<file path="config.mk">
export PLATFORM = sky130hd
export DESIGN_NAME = rf_sequencer
export DESIGN_NICKNAME = d
export VERILOG_FILES = /design/src/rtl/rf_seq_pkg.sv /design/src/rtl/rf_seq_alu.sv /design/src/rtl/rf_sequencer.sv
export SDC_FILE = /design/constraint.sdc
export NUM_CORES = 1
export LEC_CHECK = 0
export ABC_AREA = 1
export CORE_MARGIN = 3
export CORE_UTILIZATION = 44
export CTS_CLUSTER_DIAMETER = 200
export DETAILED_ROUTE_END_ITERATION = 8
export GPL_TIMING_DRIVEN = 1
export PLACE_DENSITY = 0.76
export SLEW_MARGIN = 25
export SYNTH_ARGS = -nofsm -noshare
export SYNTH_HDL_FRONTEND = slang
export SYNTH_SLANG_ARGS = --single-unit
</file>
<file path="constraint.sdc">
create_clock -name clk -period 1.2 [get_ports clk]
set_input_delay 0.24 -clock clk [delete_from_list [all_inputs] [get_ports clk]]
set_output_delay 0.24 -clock clk [all_outputs]
set_load 0.01 [all_outputs]
</file>
<file path="src/rtl/rf_seq_pkg.sv">
// rf_seq_pkg: shared types and constants for the register-file sequencer.
package rf_seq_pkg;
   localparam int DATA_W     = 4;
   localparam int REG_ADDR_W = 2;
   localparam int OP_MSB  = 7;
   localparam int OP_LSB  = 6;
   localparam int RD_MSB  = 5;
   localparam int RD_LSB  = 4;
   localparam int RS1_MSB = 3;
   localparam int RS1_LSB = 2;
   localparam int RS2_MSB = 1;
   localparam int RS2_LSB = 0;
   localparam int IMM_MSB = 3;
   localparam int IMM_LSB = 0;
   typedef enum logic [1:0] {
      OP_ADD = 2'b00,
      OP_SUB = 2'b01,
      OP_AND = 2'b10,
      OP_LDI = 2'b11
   } op_e;
   typedef enum logic [2:0] {
      S_IDLE,
      S_FETCH,
      S_DECODE,
      S_EXECUTE,
      S_WRITEBACK,
      S_HALT
   } state_e;
endpackage

</file>
<file path="src/rtl/rf_seq_alu.sv">
// rf_seq_alu: 4-bit combinational ALU producing result, zero and carry/borrow.
module rf_seq_alu
   import rf_seq_pkg::*;
(
   input  op_e               op,
   input  logic [DATA_W-1:0] a,
   input  logic [DATA_W-1:0] b,
   input  logic [DATA_W-1:0] imm,
   output logic [DATA_W-1:0] result,
   output logic              z,
   output logic              c
);
   logic [DATA_W:0] sum;
   assign sum = {1'b0, a} + {1'b0, b};
   always_comb begin
      result = imm;
      c      = 1'b0;
      case (op)
         OP_ADD: begin
            result = sum[DATA_W-1:0];
            c      = sum[DATA_W];
         end
         OP_SUB: begin
            result = a - b;
            c      = a < b;
         end
         OP_AND: result = a & b;
         default: result = imm;
      endcase
   end
   assign z = result == '0;
endmodule

</file>
<file path="src/rtl/rf_sequencer.sv">
// rf_sequencer: multi-cycle fetch/decode/execute/writeback master for the 4x4 register file.
module rf_sequencer
   import rf_seq_pkg::*;
#(
   parameter int PC_W     = 4,
   parameter int PROG_LEN = 16
) (
   input  logic                  clk,
   input  logic                  reset,
   input  logic                  start,
   output logic [PC_W-1:0]       imem_addr,
   input  logic [7:0]            imem_data,
   output logic                  rf_we,
   output logic [REG_ADDR_W-1:0] rf_rs1_addr,
   output logic [REG_ADDR_W-1:0] rf_rs2_addr,
   output logic [REG_ADDR_W-1:0] rf_rd_addr,
   output logic [DATA_W-1:0]     rf_rd_data,
   input  logic [DATA_W-1:0]     rf_rs1_data,
   input  logic [DATA_W-1:0]     rf_rs2_data,
   output logic                  busy,
   output logic                  halted,
   output logic                  flag_z,
   output logic                  flag_c
);
   localparam logic [PC_W-1:0] LAST_PC = PC_W'(PROG_LEN - 1);
   state_e            state_q, state_d;
   logic [PC_W-1:0]   pc_q, pc_d;
   logic [7:0]        ir_q, ir_d;
   logic [DATA_W-1:0] res_q, res_d;
   logic              zp_q, zp_d, cp_q, cp_d;
   logic              fz_q, fz_d, fc_q, fc_d;
   logic [DATA_W-1:0] alu_res;
   logic              alu_z, alu_c;
   rf_seq_alu u_alu (
      .op     (op_e'(ir_q[OP_MSB:OP_LSB])),
      .a      (rf_rs1_data),
      .b      (rf_rs2_data),
      .imm    (ir_q[IMM_MSB:IMM_LSB]),
      .result (alu_res),
      .z      (alu_z),
      .c      (alu_c)
   );
   always_ff @(posedge clk or posedge reset) begin
      if (reset) begin
         state_q <= S_IDLE;
         pc_q    <= '0;
         ir_q    <= '0;
         res_q   <= '0;
         zp_q    <= 1'b0;
         cp_q    <= 1'b0;
         fz_q    <= 1'b0;
         fc_q    <= 1'b0;
      end else begin
         state_q <= state_d;
         pc_q    <= pc_d;
         ir_q    <= ir_d;
         res_q   <= res_d;
         zp_q    <= zp_d;
         cp_q    <= cp_d;
         fz_q    <= fz_d;
         fc_q    <= fc_d;
      end
   end
   always_comb begin
      state_d = state_q;
      pc_d    = pc_q;
      ir_d    = ir_q;
      res_d   = res_q;
      zp_d    = zp_q;
      cp_d    = cp_q;
      fz_d    = fz_q;
      fc_d    = fc_q;
      case (state_q)
         S_IDLE: begin
            if (start) begin
               state_d = S_FETCH;
               pc_d    = '0;
            end
         end
         S_FETCH: state_d = S_DECODE;
         S_DECODE: begin
            ir_d    = imem_data;
            state_d = S_EXECUTE;
         end
         S_EXECUTE: begin
            res_d   = alu_res;
            zp_d    = alu_z;
            cp_d    = alu_c;
            state_d = S_WRITEBACK;
         end
         S_WRITEBACK: begin
            fz_d = zp_q;
            fc_d = cp_q;
            // Halting on the last pc keeps the counter from ever wrapping.
            if (pc_q == LAST_PC) begin
               state_d = S_HALT;
            end else begin
               pc_d    = pc_q + PC_W'(1);
               state_d = S_FETCH;
            end
         end
         S_HALT: state_d = S_HALT;
         default: state_d = S_IDLE;
      endcase
   end
   assign imem_addr   = pc_q;
   assign rf_we       = state_q == S_WRITEBACK;
   assign rf_rs1_addr = ir_q[RS1_MSB:RS1_LSB];
   assign rf_rs2_addr = ir_q[RS2_MSB:RS2_LSB];
   assign rf_rd_addr  = ir_q[RD_MSB:RD_LSB];
   assign rf_rd_data  = res_q;
   assign busy        = state_q inside {S_FETCH, S_DECODE, S_EXECUTE, S_WRITEBACK};
   assign halted      = state_q == S_HALT;
   assign flag_z      = fz_q;
   assign flag_c      = fc_q;
endmodule

</file>
# After elaboration in Yosys (flattened, before gate mapping)
# Index checks and enable logic that the tools add are counted.
[totals] reg_bits=23 inputBits=19 output_inout_bits=19 wordCells=37
[op_classes] add_sub_neg=3 n_lt_le_gt_ge=1 n_eq_ne=10 n_mux=8 bitwise=1 n_reduce_logical=6
[ops] cell="$pmux W3 S6" n=1
[ops] cell="$pmux W4 S3" n=1
[ops] cell="$mux W4" n=2
[ops] cell="$pmux W4 S2" n=1
[ops] cell="$eq A3 B2 Y1 const B" n=2
[ops] cell="$eq A3 B3 Y1 const B" n=2
[ops] cell="$mux W3" n=2
[ops] cell="$add A4 B4 Y5" n=1
[ops] cell="$add A4 B1 Y4 const B" n=1
[ops] cell="$and A4 B4 Y4" n=1
[ops] cell="$eq A4 B4 Y1 const B" n=1
[ops] cell="$logic_not A4 Y1" n=1
[ops] cell="$lt A4 B4 Y1" n=1
[ops] cell="$ne A2 B2 Y1 const B" n=2
[ops] cell="$reduce_bool A4 Y1" n=1
[ops] cell="$sub A4 B4 Y4" n=1
[ops] cell="$eq A3 B1 Y1 const B" n=1
[ops] cell="$logic_not A3 Y1" n=1
[ops] cell="$reduce_and A3 Y1" n=1
[ops] cell="$eq A2 B1 Y1 const B" n=1
[ops] cell="$eq A2 B2 Y1 const B" n=1
[ops] cell="$logic_not A2 Y1" n=1
[ops] cell="$pmux W1 S2" n=1
[ops] cell="$reduce_bool A2 Y1" n=1

# Depth between registers and ports, before layout
# Gate-level depths: netlist (run 1).
[depth] ltp_word=3 ltp_mapped=11 depth_no_buf=11

# By module
# A second synthesis (run 1) with hierarchy kept.
[hier_totals] cells_unflattened=206 hier_area_um2=1594.0
[modules_own_cells] mod="rf_sequencer" n_inst=1 cells_per_inst=130 area_each_um2=1122.3 seq_area_each_um2=575.6
[modules_own_cells] mod="rf_seq_alu" n_inst=1 cells_per_inst=76 area_each_um2=471.7 seq_area_each_um2=0.0

# Worst setup path after synthesis (run 1)
# No wires, ideal clock.
[synth_path] kind="input -> register" startpoint="input port rf_rs1_data[0]" endpoint="register zp_q" setup_ns=0.065 arrival_ns=1.380 t_required_ns=1.135 setup_slack_ns=-0.244 stages=11 n_path_buf=0 cell_sequence="inv_1 > ha_1 > fa_1 > inv_1 > nand2_1 > nand3_1 > nand2_1 > nand2_1 > nor2_1 > nand3_1 > nand2_1"
[synth_via] elab_chain_len=3 word_cells_on_any_way=5 cone_classes="add/sub (2); mux (1); bitwise (1); reduce/logical (1)"
[synth_lines] element="start, declared" line="rf_sequencer.sv:18" text="input logic [DATA_W-1:0] rf_rs1_data,"
[synth_lines] element="$sub A4 B4 Y4, or another cell as far along" line="rf_seq_alu.sv:24" text="result = a - b;"
[synth_lines] element="$pmux W4 S3 *" line="rf_seq_alu.sv:18" text="case (op)"
[synth_lines] element="$logic_not A4 Y1 *" line="rf_seq_alu.sv:31" text="assign z = result == '0;"
[synth_lines] element="end signal, assigned" line="rf_sequencer.sv:58" text="zp_q <= zp_d;"
[synth_lines] element="end, declared" line="rf_sequencer.sv:30" text="logic zp_q, zp_d, cp_q, cp_d;"
# Every way passes the cells marked *; elsewhere a longest branch is shown, timed or not.
# A chain may end at the register's enable or synchronous reset.

# Final worst setup path (run 1)
[layout_path] startpoint="register state_q[2]" endpoint="output port busy"
[layout_via] elab_chain_len=2 word_cells_on_any_way=5 cone_classes="eq/ne (4); reduce/logical (1)"
[layout_lines] element="start, declared" line="rf_sequencer.sv:26" text="state_e state_q, state_d;"
[layout_lines] element="start signal, assigned" line="rf_sequencer.sv:54" text="state_q <= state_d;"
[layout_lines] element="$eq A3 B1 Y1, or another cell as far along" line="rf_sequencer.sv:112" text="assign busy = state_q inside {S_FETCH, S_DECODE, S_EXECUTE, S_WRITEBACK};"
[layout_lines] element="$reduce_bool A4 Y1 *" line="rf_sequencer.sv:112"
[layout_lines] element="end, declared" line="rf_sequencer.sv:20" text="output logic busy,"
# Marks and branches as above.

==> impl_results.html, run 1 <==
<table>
<tr><th>Metric</th><th>Value</th></tr>
<tr><th colspan="2">Cells and area</th></tr>
<tr><td>FF/Latch Area</td><td>around 580 µm²</td></tr>
<tr><td>Filler Cell Count</td><td>187</td></tr>
<tr><td>Synthesis-to-finish area growth</td><td>73.3%</td></tr>
<tr><td>Final std cell area, no fill</td><td>2550 µm²</td></tr>
<tr><td>End-of-flow core utilization</td><td>0.816</td></tr>
<tr><td>Layout cells sized above 1</td><td>0.556</td></tr>
<tr><td>Total area of multi-input combinational cells</td><td>983 µm²</td></tr>
<tr><td>Number of inserted diodes</td><td>0</td></tr>
<tr><td>Nets</td><td>310</td></tr>
<tr><th colspan="2">Route</th></tr>
<tr><td>Post-detailed-route count of antenna-violating nets</td><td>0</td></tr>
<tr><td>DR vias</td><td>1648</td></tr>
<tr><td>Remaining DRCs</td><td>0</td></tr>
<tr><td>DRT iter0 DRCs</td><td>108</td></tr>
<tr><td>Length of the first detailed-routing pass in iterations</td><td>4</td></tr>
<tr><td>Overall routed net length</td><td>4670 µm</td></tr>
<tr><td>Routed length per instance</td><td>roughly 14 µm</td></tr>
<tr><td>Via count normalized by instance count</td><td>5.10</td></tr>
<tr><th colspan="2">Power and ir drop</th></tr>
<tr><td>Power Dens Cells</td><td>between 2000 and 2500 nW/µm²</td></tr>
<tr><td>Power, Total</td><td>5.29 mW</td></tr>
<tr><td>Leakage component of the power</td><td>1.29 nW</td></tr>
<tr><td>Peak supply drop</td><td>~1.4 mV</td></tr>
<tr><th colspan="2">GRT</th></tr>
<tr><td>Overall fraction of global-route tracks in use</td><td>0.190</td></tr>
<tr><td>Pin count of the biggest net entering global routing</td><td>24</td></tr>
<tr><td>Overflow left after global routing</td><td>0</td></tr>
<tr><td>Initial antenna violation count</td><td>0</td></tr>
<tr><td>Wire length of the first global-routing pass</td><td>6200 µm</td></tr>
<tr><td>Vias in the first global route</td><td>1436</td></tr>
<tr><th colspan="2">Synthesis</th></tr>
<tr><td>Proportion of synthesized chip area in sequential cells</td><td>0.391</td></tr>
<tr><td>Yosys warning count</td><td>0</td></tr>
<tr><td>Leading register cell type out of synthesis</td><td>sky130_fd_sc_hd__dfrtp_1</td></tr>
<tr><td>Most used standard cell by instance count after synthesis</td><td>sky130_fd_sc_hd__nand2_1</td></tr>
<tr><td>Area fraction of the dominant cell type after synthesis</td><td>0.391</td></tr>
<tr><td>Biggest area contributors in the synthesized netlist</td><td>sky130_fd_sc_hd__dfrtp_1 39%, sky130_fd_sc_hd__nand2_1 11%, sky130_fd_sc_hd__ha_1 7.6%</td></tr>
<tr><td>Synthesized cell area</td><td>1470 µm²</td></tr>
<tr><td>Commonest cells in the netlist</td><td>43 x sky130_fd_sc_hd__nand2_1, 29 x sky130_fd_sc_hd__inv_1, 23 x sky130_fd_sc_hd__dfrtp_1</td></tr>
<tr><td>Cell taking the most area after synthesis</td><td>sky130_fd_sc_hd__dfrtp_1</td></tr>
<tr><td>Number of standard cells after synthesis</td><td>188</td></tr>
<tr><td>Number of enable flip-flop cells after synthesis</td><td>0</td></tr>
<tr><td>Synth Net Count</td><td>between 200 and 250</td></tr>
<tr><td>Mean cell area of the mapped netlist</td><td>approximately 7.8 µm²</td></tr>
<tr><td>Number of unique standard cell types used by synthesis</td><td>28</td></tr>
<tr><td>Synth async-reset ratio</td><td>1.00</td></tr>
<tr><td>Number of synthesized register bits</td><td>23</td></tr>
<tr><th colspan="2">Die</th></tr>
<tr><td>Die Wd</td><td>63.9 µm</td></tr>
<tr><td>Top-level I/O count</td><td>38</td></tr>
<tr><td>Standard-cell rows</td><td>20</td></tr>
<tr><td>Area of the placeable core</td><td>3130 µm²</td></tr>
<tr><td>Effective utilization at floorplan</td><td>0.471</td></tr>
<tr><td>Die Height</td><td>63.9 µm</td></tr>
<tr><td>Full die area</td><td>4080 µm²</td></tr>
<tr><th colspan="2">STA</th></tr>
<tr><td>Worst Skew</td><td>0.0115 ns</td></tr>
<tr><td>Ratio of final minimum period to clock period</td><td>1.33</td></tr>
<tr><td>Setup WS post-layout</td><td>-0.401 ns</td></tr>
<tr><td>Max_slew headroom</td><td>0.838</td></tr>
<tr><td>Setup repair after global routing missed its margin</td><td>true</td></tr>
<tr><td>Number of pins exceeding their max-slew limit in the final report</td><td>0</td></tr>
<tr><td>Measured slew at the worst slew-check pin</td><td>between 0.2 and 0.25 ns</td></tr>
<tr><td>Hold violation count in the final report</td><td>0</td></tr>
<tr><td>Upper clock frequency limit</td><td>625 MHz</td></tr>
<tr><td>Fin crit period</td><td>1.60 ns</td></tr>
<tr><td># setup viols final</td><td>24</td></tr>
<tr><th colspan="2">Setup path</th></tr>
<tr><td>Worst-case reg-to-reg path depth</td><td>7</td></tr>
<tr><td>Launch point of the worst path</td><td>state_q[2]</td></tr>
<tr><td>Stage delay of the slowest cell on the critical path</td><td>0.43 ns</td></tr>
<tr><td>Startpoint type of the worst setup path</td><td>flip-flop</td></tr>
<tr><td>Slowest cell on the critical path</td><td>sky130_fd_sc_hd__dfrtp_1</td></tr>
<tr><td>Crit Path Max Fanout</td><td>5</td></tr>
<tr><td>Kind of critical path</td><td>reg -&gt; out</td></tr>
<tr><td>Startpoint of the most critical register-to-register path</td><td>state_q[2]</td></tr>
<tr><td>Worst path arrival time</td><td>1.36 ns</td></tr>
<tr><td>Type of destination of the critical path</td><td>primary output</td></tr>
<tr><td>Kind of cell adding the most delay to the critical path</td><td>buffers and inverters</td></tr>
<tr><td>R2R Setup Slk</td><td>-0.27 ns</td></tr>
<tr><td>Required time of the worst setup path</td><td>approximately 0.96 ns</td></tr>
<tr><td>Reg-to-reg endpoint</td><td>imem_addr[3]</td></tr>
<tr><td>Worst path cell trace</td><td>inv_2 &gt; buf_4 &gt; nand3_2 &gt; nand4_1 &gt; buf_2</td></tr>
<tr><td>Buffers and inverters on the worst path</td><td>3</td></tr>
<tr><th colspan="2">Placed design</th></tr>
<tr><td>Post-placement cell area</td><td>roughly 2100 µm²</td></tr>
<tr><td>IO Port Bufs</td><td>37</td></tr>
<tr><td>Detailed Place HPWL</td><td>2590 µm</td></tr>
<tr><td>Weighted congestion reported at the end of routability-driven placement</td><td>roughly 0.84</td></tr>
<tr><th colspan="2">Clock network</th></tr>
<tr><td>Clock transition time at the flip-flop clock pins of the worst setup and hold paths</td><td>roughly 0.13 ns</td></tr>
<tr><td>H-tree levels</td><td>1</td></tr>
<tr><td>CTS Root Buffer Type</td><td>sky130_fd_sc_hd__clkbuf_4</td></tr>
<tr><td>Buffer depth of the longest clock path</td><td>2</td></tr>
<tr><td>Number of sinks driven by the clock tree</td><td>23</td></tr>
<tr><td>Clock buffers created by TritonCTS</td><td>3</td></tr>
<tr><td>Clock insertion delay at the later pin of the skew report</td><td>approximately 0.31 ns</td></tr>
<tr><td>Clock tree from TritonCTS</td><td>done</td></tr>
<tr><th colspan="2">Outcome</th></tr>
<tr><td>Failing checks</td><td>negative setup slack</td></tr>
<tr><td>Outcome</td><td>finished with violations</td></tr>
<tr><th colspan="2">Job</th></tr>
<tr><td>Max-cap check violation count</td><td>0</td></tr>
<tr><th colspan="2">Min path</th></tr>
<tr><td>Hold Crit Class</td><td>in -&gt; async</td></tr>
</table>
[sequential cells by signal, indices dropped and copies added (netlist names)]
name / count
cp_q: 1
state_q: 3
imem_addr: 4
ir_q: 8
flag_z: 1
zp_q: 1
flag_c: 1
rf_rd_data: 4
[what timing repair did]
item                                    CTS  global route
endpoints found under the setup margin   33            40
setup buffers                            16            14
hold buffers                              0             0
endpoints found under the hold margin     0             0
pin swaps                                18            19
resized for setup                        93            82
[layout make-up]
cell class,instances,area share
clock buffer,4,0.0103
inverter,33,0.0525
sequential,23,0.226
tap,44,0.0216
timing repair buffer,95,0.304
multi-input combinational,124,0.385
[kinds of logic (layout without fill, tap and decap cells)]
logic type / after synthesis / count (layout) / share of synthesized area
flops: 23 / 23 / 0.391
compound gates: 20 / 20 / 0.0824
xor+xnor: 1 / 1 / 0.00595
buf+inv: 41 / 132 / 0.127
mux: 5 / 5 / 0.0374
simple gates: 87 / 87 / 0.252
fa+ha+maj: 11 / 11 / 0.104
[tightest hold or removal path, stage by stage]
cell                              delay [ns]
sky130_fd_sc_hd__clkdlybuf4s50_1        0.40
sky130_fd_sc_hd__inv_1                  0.09
sky130_fd_sc_hd__buf_12                 0.18
[how the worst max path moves through the flow]
stage	to	slack (ns)	cells after the start
floorplan	zp_q	-0.21	11
global placement	zp_q	-0.91	12
finish	busy	-0.40	5
detailed placement	zp_q	-0.96	12
CTS	busy	-0.34	5
global route	busy	-0.48	6
[layout by cell type, fill, tap and decap left out, drive strengths merged]
cell type and instances:
nand3 21, a21oi 8, a31oi 2, nor2 18
o221ai 1, dfrtp 23, inv 33, nand4 2
clkbuf 20, dlygate4sd2 2, ha 9, xor2 1
clkdlybuf4s15 1, clkdlybuf4s50 10, o21ai 8, o32ai 1
mux2 4, nor3 1, buf 66, mux2i 1
or2 1, fa 2, nand2 44
[layer usage]
metal  share of wire  track usage
met1            0.37        0.241
met2            0.52        0.317
met3           0.061       0.0439
met4           0.051       0.0620
met5               0            0
[through the flow]
step / TNS, ns / setup WS [ns] / hold WS (ns) / std cells
floorplan: -0.444 / -0.210 / 0.242 / 188
global placement: -6.06 / -0.914 / 0.457 / 290
detailed placement: -6.29 / -0.958 / 0.453 / 290
CTS: -1.93 / -0.336 / 0.246 / 310
global route: -5.64 / -0.477 / 0.231 / 323
finish: -4.26 / -0.401 / 0.239 / 323
[power by group]
group	internal, mW	total (mW)	switching, mW
Clock	0.130	0.362	0.233
Sequential	1.11	1.38	0.270
Combinational	1.81	3.55	1.74
No activity file was read; power rests on OpenSTA's default activity.
==> run 2, diff against run 1 <==
--- a/config.mk
+++ b/config.mk
@@ -6,6 +6,7 @@
 export NUM_CORES = 1
 export LEC_CHECK = 0
 export ABC_AREA = 1
+export CAP_MARGIN = 20
 export CORE_MARGIN = 3
 export CORE_UTILIZATION = 44
 export CTS_CLUSTER_DIAMETER = 200
==> results of run 2 <==
No change in the layout: final DEF, timing and power equal those of run 1.
==> run 3, diff against run 2 <==
--- a/config.mk
+++ b/config.mk
@@ -7,12 +7,14 @@
 export LEC_CHECK = 0
 export ABC_AREA = 1
 export CAP_MARGIN = 20
+export CELL_PAD_IN_SITES_DETAIL_PLACEMENT = 1
+export CELL_PAD_IN_SITES_GLOBAL_PLACEMENT = 1
 export CORE_MARGIN = 3
-export CORE_UTILIZATION = 44
+export CORE_UTILIZATION = 31
 export CTS_CLUSTER_DIAMETER = 200
 export DETAILED_ROUTE_END_ITERATION = 8
 export GPL_TIMING_DRIVEN = 1
-export PLACE_DENSITY = 0.76
+export PLACE_DENSITY_LB_ADDON = 0.1
 export SLEW_MARGIN = 25
 export SYNTH_ARGS = -nofsm -noshare
 export SYNTH_HDL_FRONTEND = slang
==> run 3 against run 2 <==
  * The flow still finishes with violations (negative setup slack)
  * Non-clock buffer count decreased by 9
  * Worst setup slack improved by 0.10 ns
  * Critical endpoint unchanged
  * Critical path type unchanged
  * First-iteration DRC count decreased by 55%
  * Largest cell class unchanged
  * Sequential power up 4%
  * Die area increased by 38%
  * Fmax increased by 6.7%
  * Sequential share of layout area down 0.47 points
==> impl_results.html, run 3 (synthesis gave the netlist of run 1 again) <==
<table>
<tr><th>Metric</th><th>Value</th></tr>
<tr><th colspan="2">Outcome</th></tr>
<tr><td>Outcome</td><td>finished with violations</td></tr>
<tr><td>Failing checks</td><td>negative setup slack</td></tr>
<tr><th colspan="2">Setup path</th></tr>
<tr><td>Startpoint type of the worst setup path</td><td>flip-flop</td></tr>
<tr><td>Startpoint of the most critical register-to-register path</td><td>state_q[0]</td></tr>
<tr><td>Number of cells on the critical path</td><td>5 (unchanged)</td></tr>
<tr><td>Type of destination of the critical path</td><td>primary output</td></tr>
<tr><td>Kind of critical path</td><td>reg -&gt; out</td></tr>
<tr><td>Stage delay of the slowest cell on the critical path</td><td>0.44 ns (about the same)</td></tr>
<tr><td>Worst path cell trace</td><td>buf_6 &gt; inv_2 &gt; nand3_2 &gt; nand4_1 &gt; buf_2</td></tr>
<tr><td>Endpoint of the most critical setup path</td><td>busy</td></tr>
<tr><td>Crit Path Max Fanout</td><td>3 (-2)</td></tr>
<tr><td>Launch point of the worst path</td><td>state_q[0]</td></tr>
<tr><td>Worst path arrival time</td><td>1.26 ns (-0.10 ns)</td></tr>
<tr><td>Worst-case reg-to-reg path depth</td><td>5 (-2)</td></tr>
<tr><td>Reg-to-reg endpoint</td><td>ir_q[5]</td></tr>
<tr><td>Required time of the worst setup path</td><td>0.96 ns (about the same)</td></tr>
<tr><td>Slowest cell on the critical path</td><td>sky130_fd_sc_hd__dfrtp_1</td></tr>
<tr><td>Buffers and inverters on the worst path</td><td>3 (unchanged)</td></tr>
<tr><td>Kind of cell adding the most delay to the critical path</td><td>flip-flops</td></tr>
<tr><td>R2R Setup Slk</td><td>-0.15 ns (+0.12 ns)</td></tr>
<tr><th colspan="2">GRT</th></tr>
<tr><td>Initial antenna violation count</td><td>0 (unchanged)</td></tr>
<tr><td>Overall fraction of global-route tracks in use</td><td>0.183 (-0.00699)</td></tr>
<tr><td>Overflow left after global routing</td><td>0 (unchanged)</td></tr>
<tr><td>Pin count of the biggest net entering global routing</td><td>24 (unchanged)</td></tr>
<tr><td>Vias in the first global route</td><td>1674 (+17%)</td></tr>
<tr><td>Wire length of the first global-routing pass</td><td>7880 µm (+27%)</td></tr>
<tr><th colspan="2">Cells and area</th></tr>
<tr><td>Final non-filler cell total</td><td>322 (-0.31%)</td></tr>
<tr><td>Most frequent cells in the layout</td><td>36 x sky130_fd_sc_hd__buf_4, 29 x sky130_fd_sc_hd__nand2_1, 20 x sky130_fd_sc_hd__dfrtp_1</td></tr>
<tr><td>Final std cell area, no fill</td><td>2610 µm² (+2.4%)</td></tr>
<tr><td>Nets</td><td>301 (-2.9%)</td></tr>
<tr><td>Most common library cell in the layout ignoring fill and taps</td><td>sky130_fd_sc_hd__buf_4</td></tr>
<tr><td>Biggest register</td><td>ir_q</td></tr>
<tr><td>Synthesis-to-finish area growth</td><td>77.4%</td></tr>
<tr><td>Number of inserted diodes</td><td>0 (unchanged)</td></tr>
<tr><td>Number of flip-flops in the largest register</td><td>8 (unchanged)</td></tr>
<tr><td>Layout cells sized above 1</td><td>0.530 (-0.0259)</td></tr>
<tr><th colspan="2">Clock network</th></tr>
<tr><td>Hold bufs inserted after CTS</td><td>0 (unchanged)</td></tr>
<tr><td>Number of sinks driven by the clock tree</td><td>23 (unchanged)</td></tr>
<tr><td>Clock tree from TritonCTS</td><td>done</td></tr>
<tr><td>CTS Root Buffer Type</td><td>sky130_fd_sc_hd__clkbuf_8</td></tr>
<tr><td>Clock transition time at the flip-flop clock pins of the worst setup and hold paths</td><td>0.09 ns (-0.04 ns)</td></tr>
<tr><td>Clock buffers created by TritonCTS</td><td>3 (unchanged)</td></tr>
<tr><td>Buffer depth of the longest clock path</td><td>2 (unchanged)</td></tr>
<tr><td>Clock insertion delay at the later pin of the skew report</td><td>0.28 ns (-0.03 ns)</td></tr>
<tr><td>H-tree levels</td><td>1 (unchanged)</td></tr>
<tr><th colspan="2">Die</th></tr>
<tr><td>Top-level I/O count</td><td>38 (unchanged)</td></tr>
<tr><td>Effective utilization at floorplan</td><td>0.329 (-0.142)</td></tr>
<tr><td>Die Wd</td><td>74.9 µm (+17%)</td></tr>
<tr><td>Die Height</td><td>74.9 µm (+17%)</td></tr>
<tr><td>Area of the placeable core</td><td>4470 µm² (+43%)</td></tr>
<tr><td>Full die area</td><td>5610 µm² (+38%)</td></tr>
<tr><td>Standard-cell rows</td><td>24 (+20%)</td></tr>
<tr><th colspan="2">Placed design</th></tr>
<tr><td>Detailed Place HPWL</td><td>3360 µm (+30%)</td></tr>
<tr><td>IO Port Bufs</td><td>37 (unchanged)</td></tr>
<tr><td>Post-placement cell area</td><td>2100 µm² (-0.59%)</td></tr>
<tr><td>Cell total after placement</td><td>295 (+1.7%)</td></tr>
<tr><td>Post-Place Worst Slack</td><td>-1.01 ns (-0.0556 ns)</td></tr>
<tr><td>Weighted congestion reported at the end of routability-driven placement</td><td>0.836 (-0.55%)</td></tr>
<tr><th colspan="2">STA</th></tr>
<tr><td>Hold Slack</td><td>0.286 ns (+0.0477 ns)</td></tr>
<tr><td>Measured slew at the worst slew-check pin</td><td>0.270 ns (+0.0273 ns)</td></tr>
<tr><td>Setup repair after global routing missed its margin</td><td>true</td></tr>
<tr><td>Ratio of final minimum period to clock period</td><td>1.25 (-0.0842)</td></tr>
<tr><td>Setup WS post-layout</td><td>-0.300 ns (+0.101 ns)</td></tr>
<tr><td>Hold violation count in the final report</td><td>0 (unchanged)</td></tr>
<tr><td>Worst Skew</td><td>0.00334 ns (-0.00811 ns)</td></tr>
<tr><td>Upper clock frequency limit</td><td>667 MHz (+6.7%)</td></tr>
<tr><td>Number of pins exceeding their max-slew limit in the final report</td><td>0 (unchanged)</td></tr>
<tr><td># setup viols final</td><td>17 (-29%)</td></tr>
<tr><td>Fin crit period</td><td>1.50 ns (-0.101 ns)</td></tr>
<tr><td>Max_slew headroom</td><td>0.818 (-0.0195)</td></tr>
<tr><th colspan="2">Route</th></tr>
<tr><td>DR vias</td><td>1554 (-5.7%)</td></tr>
<tr><td>Post-detailed-route count of antenna-violating nets</td><td>0 (unchanged)</td></tr>
<tr><td>Length of the first detailed-routing pass in iterations</td><td>4 (unchanged)</td></tr>
<tr><td>Remaining DRCs</td><td>0 (unchanged)</td></tr>
<tr><td>Routed length per instance</td><td>16.2 µm (+12%)</td></tr>
<tr><td>DRT iter0 DRCs</td><td>49 (-55%)</td></tr>
<tr><td>Overall routed net length</td><td>5220 µm (+12%)</td></tr>
<tr><td>Via count normalized by instance count</td><td>4.83 (-5.4%)</td></tr>
<tr><th colspan="2">Power and ir drop</th></tr>
<tr><td>Peak supply drop</td><td>0.684 mV (-50%)</td></tr>
<tr><td>Leakage component of the power</td><td>1.27 nW (-2.0%)</td></tr>
<tr><td>Power Dens Cells</td><td>2040 nW/µm² (-1.4%)</td></tr>
<tr><td>Power, Total</td><td>5.33 mW (+0.88%)</td></tr>
<tr><th colspan="2">Min path</th></tr>
<tr><td>Hold Crit Class</td><td>in -&gt; async</td></tr>
<tr><th colspan="2">Job</th></tr>
<tr><td>Max-cap check violation count</td><td>0 (unchanged)</td></tr>
</table>
==> run 3: area by class of cell <==
cell class	instances	area, µm²
Clock buffer	3	41.3
Tap cell	52	65.1
Inverter	33	144
Timing Repair Buffer	86	772
Multi-Input combinational cell	124	1010
Clock inverter	1	5.00
Fill cell	522	1860
Sequential cell	23	579
==> run 3: metrics by stage <==
stage	utilization	setup TNS (ns)
after floorplan	-	-0.444
after global placement	0.470	-6.15
after detailed placement	0.470	-7.08
after CTS	0.535	-1.65
after global routing	0.584	-3.29
final	0.584	-2.04
==> run 3: timing repair <==
| item | 4_1_cts | 5_1_grt |
|---|---|---|
| setup endpoints to repair | 33 | 39 |
| resized for setup | 111 | 60 |
| pin swaps | 26 | 23 |
| setup buffers | 18 | 6 |
| gates cloned | 0 | 0 |
==> run 3: power by group <==
group	internal (mW)	leakage [nW]	total [mW]	switching [mW]
clock	0.233	0.0255	0.518	0.285
combinational	1.72	0.961	3.39	1.67
sequential	1.11	0.278	1.43	0.315
==> run 3: worst min-delay path, stage by stage <==
cell                              delay, ns
sky130_fd_sc_hd__clkdlybuf4s50_1       0.40
sky130_fd_sc_hd__inv_1                 0.09
sky130_fd_sc_hd__buf_12                0.18
==> run 3: how the worst min path moves through the flow <==
stage               startpoint      end  depth (start not counted)
floorplan                reset     cp_q                          1
global placement        flag_z   flag_z                          2
detailed placement      flag_z   flag_z                          2
CTS                      reset  ir_q[5]                          3
global route             reset  ir_q[5]                          3
finish                   reset  ir_q[5]                          3
==> run 3: layer usage <==
metal | GRT usage | up-vias | routed length, µm
met5 | 0 | - | 0
met4 | 0.0632 | 0 | 95
met3 | 0.0200 | 10 | 136
met2 | 0.340 | 31 | 2940
met1 | 0.216 | 761 | 2050
li1 | - | 752 | -
